==> src/rtl/em_skid_stage.sv <==
// EX/MEM boundary register with valid/ready handshake and a two-entry skid buffer.
// ReadyE comes straight from a flop, so memory-stage stalls never form a combinational path into execute.
module em_skid_stage #(
    parameter int XLEN   = 32,
    parameter int REG_AW = 5,
    parameter int RSRC_W = 2
) (
    input  logic              clk,
    input  logic              rst_n,
    input  logic              FlushM,
    input  logic              ValidE,
    output logic              ReadyE,
    input  logic              RegWriteE,
    input  logic              MemWriteE,
    input  logic [RSRC_W-1:0] ResultSrcE,
    input  logic [XLEN-1:0]   ALUResultE,
    input  logic [XLEN-1:0]   WriteDataE,
    input  logic [XLEN-1:0]   PCPlus4E,
    input  logic [REG_AW-1:0] RdE,
    output logic              ValidM,
    input  logic              ReadyM,
    output logic              RegWriteM,
    output logic              MemWriteM,
    output logic [RSRC_W-1:0] ResultSrcM,
    output logic [XLEN-1:0]   ALUResultM,
    output logic [XLEN-1:0]   WriteDataM,
    output logic [XLEN-1:0]   PCPlus4M,
    output logic [REG_AW-1:0] RdM,
    output logic [1:0]        OccM
);

    typedef struct packed {
        logic              regwrite;
        logic              memwrite;
        logic [RSRC_W-1:0] resultsrc;
        logic [XLEN-1:0]   alu;
        logic [XLEN-1:0]   wdata;
        logic [XLEN-1:0]   pcplus4;
        logic [REG_AW-1:0] rd;
    } ent_t;

    ent_t ent_e, main_q, skid_q;
    logic mv, sv, ready_q;
    logic accept, consume;

    assign ent_e   = '{regwrite: RegWriteE, memwrite: MemWriteE, resultsrc: ResultSrcE,
                       alu: ALUResultE, wdata: WriteDataE, pcplus4: PCPlus4E, rd: RdE};
    assign accept  = ValidE & ready_q;
    assign consume = mv & ReadyM;

    // ready_q always tracks ~sv; it is a separate flop so ReadyE has no logic in front of it.
    always_ff @(posedge clk or negedge rst_n) begin
        if (!rst_n) begin
            mv      <= 1'b0;
            sv      <= 1'b0;
            ready_q <= 1'b1;
            main_q  <= '0;
            skid_q  <= '0;
        end else if (FlushM) begin
            mv      <= 1'b0;
            sv      <= 1'b0;
            ready_q <= 1'b1;
        end else if (!mv) begin
            if (accept) begin
                main_q <= ent_e;
                mv     <= 1'b1;
            end
        end else if (!sv) begin
            if (consume) begin
                if (accept) main_q <= ent_e;
                else        mv     <= 1'b0;
            end else if (accept) begin
                skid_q  <= ent_e;
                sv      <= 1'b1;
                ready_q <= 1'b0;
            end
        end else if (consume) begin
            main_q  <= skid_q;
            sv      <= 1'b0;
            ready_q <= 1'b1;
        end
    end

    assign ReadyE     = ready_q;
    assign ValidM     = mv;
    assign RegWriteM  = main_q.regwrite & mv;
    assign MemWriteM  = main_q.memwrite & mv;
    assign ResultSrcM = main_q.resultsrc;
    assign ALUResultM = main_q.alu;
    assign WriteDataM = main_q.wdata;
    assign PCPlus4M   = main_q.pcplus4;
    assign RdM        = main_q.rd;
    assign OccM       = {1'b0, mv} + {1'b0, sv};

endmodule

==> config.mk <==
export PLATFORM = sky130hd
export DESIGN_NAME = em_skid_stage
export DESIGN_NICKNAME = d
export VERILOG_FILES = /design/src/rtl/em_skid_stage.sv
export SDC_FILE = /design/constraint.sdc
export NUM_CORES = 1
export LEC_CHECK = 0
export BUFFER_PORTS_ARGS = -buffer_cell sky130_fd_sc_hd__clkbuf_2
export CAP_MARGIN = 10
export CORE_MARGIN = 4
export CORE_UTILIZATION = 55
export DETAILED_ROUTE_END_ITERATION = 12
export PLACE_DENSITY = 0.81
export SYNTH_ARGS = -nofsm -noshare
export SYNTH_HDL_FRONTEND = slang
export SYNTH_SLANG_ARGS = --single-unit
==> constraint.sdc <==
create_clock -name clk -period 4.5 [get_ports clk]
set_clock_uncertainty 0.1 [all_clocks]
set_input_delay 0 -clock clk [delete_from_list [all_inputs] [get_ports clk]]
set_output_delay 0 -clock clk [all_outputs]
set_load 0.05 [all_outputs]
==> flow_summary.yaml <==
critical_path:
  crit_required_ns: 4.76
  path_max_fanout: 64
  path_class: "flip-flop to flip-flop"
  crit_path_end_kind: "flip-flop"
  startpoint_type: "flip-flop"
  cp.arrival_ns: 3.12
placed_design:
  post-place-cells: 996
  hpwlAfterDp_mm: 13.2
  place_congestion: 0.761
  pre_cts_ws_ns: 1.68
  placed_cell_area_um2: 10500
  numPortBuffers: 218
final_layout:
  layout.nets: 1018
  area_delta_synth_final_pct: 24.0
  drive_gt1_share_pct: 60.9
  utilization_pct: 70.5
  fin_cells: 1150
  fin_area_um2: 12400
synth:
  synth_cell_types: 25
  syn_avg_cell_area_um2: 14.6
  synthesis.area_um2: 9970
  synth_seq_area_share_pct: 53.5
  yosysWarnings: 0
  synth-seq-cells: 213
  synth_nets: 795
  syn-instance-count: 684
route:
  routed_wl_mm: 21.8
  first_pass_iters: 4
  drc: 0
  drtIter0Drc: 186
  viasPerCell: 5.29
  wl_per_cell_um: 19.0
  vias: 6078
  ant_nets: 0
floorplan:
  coreArea_um2: 17500
  initial_core_util_pct: 56.9
  rows: 48
  io-pin-count: 219
  die_w_um: 143
  die_y_um: 143
  dieArea_um2: 20400
clock_tree:
  cts_made_buffers: 23
  cts_resized: 0
  clock_sinks: 213
  cts_tree: "built"
  clk_pin_slew_ns: 0.06
  postCtsSetupBuffers: 0
  cts_hold_buf: 111
  clock_latency_ns: 0.49
  clk_path_buf_depth: 3
  htree_levels: 1
  cts-root-buf: "clkbuf_16"
job:
  maxCapViolations: 0
hold_path:
  hold_class: "primary input to asynchronous set/reset pin"
power:
  share_seq_of_total_power_pct: 40.1
  switchingPower_mw: 2.76
  irDropWorstVdd_mv: 0.522
  pwr-share-comb_pct: 33.9
  power.leakage_nw: 5.82
  power.density_nw_per_um2: 603
  swShare_pct: 37.0
  power.total_mw: 7.46
  p_int_mw: 4.70
  p_clk_share_pct: 26.0
timing:
  period_needed_ns: 2.87
  worst_slack_ns: 1.63
  hold_viol_final: 0
  slew_violations: 0
  setup-violations-final: 0
  worstMarginPinSlew_ns: 0.910
  fmax_mhz: 349
  fin_crit_sh_pct: 63.7
  tns_ns: 0
  grt_setup_unrepaired: "false"
  holdWs_ns: 0.0697
  slew_headroom_pct: 39.3
grt:
  grt_pass1_vias: 6880
  grt.total_usage_pct: 21.2
  grt_overflow: 0
  antenna_found_initial: 2
  grt_max_degree: 113
  grt_pass1_wl_mm: 34.9
outcome:
  status: "finished clean"
[cells in the final DEF (no fill, tap or decap), drive strengths merged]
cell	Yosys	final
nand2b	1	1
nor2	2	2
diode	0	2
clkbuf	6	248
and2	2	2
dlygate4sd3	0	111
dfstp	1	1
a2bb2oi	1	1
inv	1	1
a21oi	1	1
nand4	1	1
a211oi	3	3
o22ai	1	1
bufinv	0	4
a31oi	2	2
and2b	1	1
mux2	313	313
o21ai	1	1
buf	131	6
dfrtp	212	212
a21o	1	1
clkinv	0	7
ha	1	1
nand2	2	2
[worst paths after layout]
check / start / to / slack (ns) / cells after the start
max in group asynchronous: rst_n / skid_q[92] / 3.17 / 3
worst max register to register: ValidM / PCPlus4M[21] / 1.63 / 4
min in group clk: ALUResultE[12] / skid_q[81] / 0.21 / 3
worst min-delay path: rst_n / PCPlus4M[12] / 0.07 / 2
worst max-delay path: ValidM / PCPlus4M[21] / 1.63 / 4
worst min register to register: WriteDataM[4] / WriteDataM[4] / 0.38 / 1
[synthesized netlist by cell type]
| cell | count | share of area [%] |
|---|---|---|
| nand2_1 | 1 | 0.038 |
| mux2_1 | 17 | 1.9 |
| nor2_1 | 2 | 0.075 |
| a21oi_1 | 1 | 0.050 |
| o22ai_1 | 1 | 0.063 |
| buf_6 | 1 | 0.11 |
| a211oi_4 | 1 | 0.20 |
| o21ai_0 | 1 | 0.050 |
| dfstp_2 | 1 | 0.26 |
| and2_1 | 2 | 0.13 |
| buf_4 | 109 | 8.2 |
| a21o_1 | 1 | 0.075 |
| a31oi_1 | 2 | 0.13 |
| mux2_2 | 296 | 33 |
| a211oi_1 | 2 | 0.15 |
| clkbuf_1 | 6 | 0.23 |
| and2b_4 | 1 | 0.10 |
| nand2_4 | 1 | 0.11 |
| a2bb2oi_1 | 1 | 0.088 |
| inv_1 | 1 | 0.038 |
| dfrtp_1 | 212 | 53 |
| ha_1 | 1 | 0.13 |
| nand4_2 | 1 | 0.13 |
| buf_2 | 21 | 1.1 |
| nand2b_1 | 1 | 0.063 |
[logic make-up after synthesis]
| group | after synthesis | synth area share, % |
|---|---|---|
| compound gates | 10 | 0.803 |
| flops | 213 | 53.5 |
| mux | 313 | 35.3 |
| fa+ha+maj | 1 | 0.125 |
| simple gates | 9 | 0.640 |
| buf+inv | 138 | 9.63 |
[worst max-delay path, stage by stage (launching register included)]
cell,delay (ns)
dfrtp_1,0.50
nand2_4,0.52
buf_4,0.81
mux2_2,0.42
mux2_1,0.34
[power groups by stage]
stage	sequential (mW)	clock (mW)	combinational [mW]
after global routing	3.07	2.08	2.66
after floorplan	2.87	0	2.36
final	2.99	1.94	2.53
after detailed placement	3.00	0	2.45
after CTS	2.97	1.99	2.53
after global placement	2.94	0	2.38
[per-layer routing]
layer | track usage (%) | wire [um] | up-vias
met4 | 7.65 | 683 | 0
met2 | 37.0 | 10900 | 208
met3 | 3.88 | 1310 | 47
met5 | 0 | 0 | -
met1 | 26.4 | 8890 | 3059
li1 | - | - | 2764
[sequential cells by signal (all words and copies together) (netlist names)]
name and count:
PCPlus4M 32, skid_q 105, WriteDataM 32, RdM 5, sv 1, ALUResultM 32
ValidM 1, main_q 2, ResultSrcM 2, ReadyE 1
[area by class of cell]
type	instances	area (um^2)
Multi-Input combinational cell	333	3690
Timing Repair Buffer	335	2270
Sequential cell	213	5330
Clock inverter	11	155
Tap cell	225	282
Antenna cell	2	5.00
Fill cell	1138	5170
Inverter	1	3.75
Clock buffer	30	632
(Power assumes the default switching activity.)
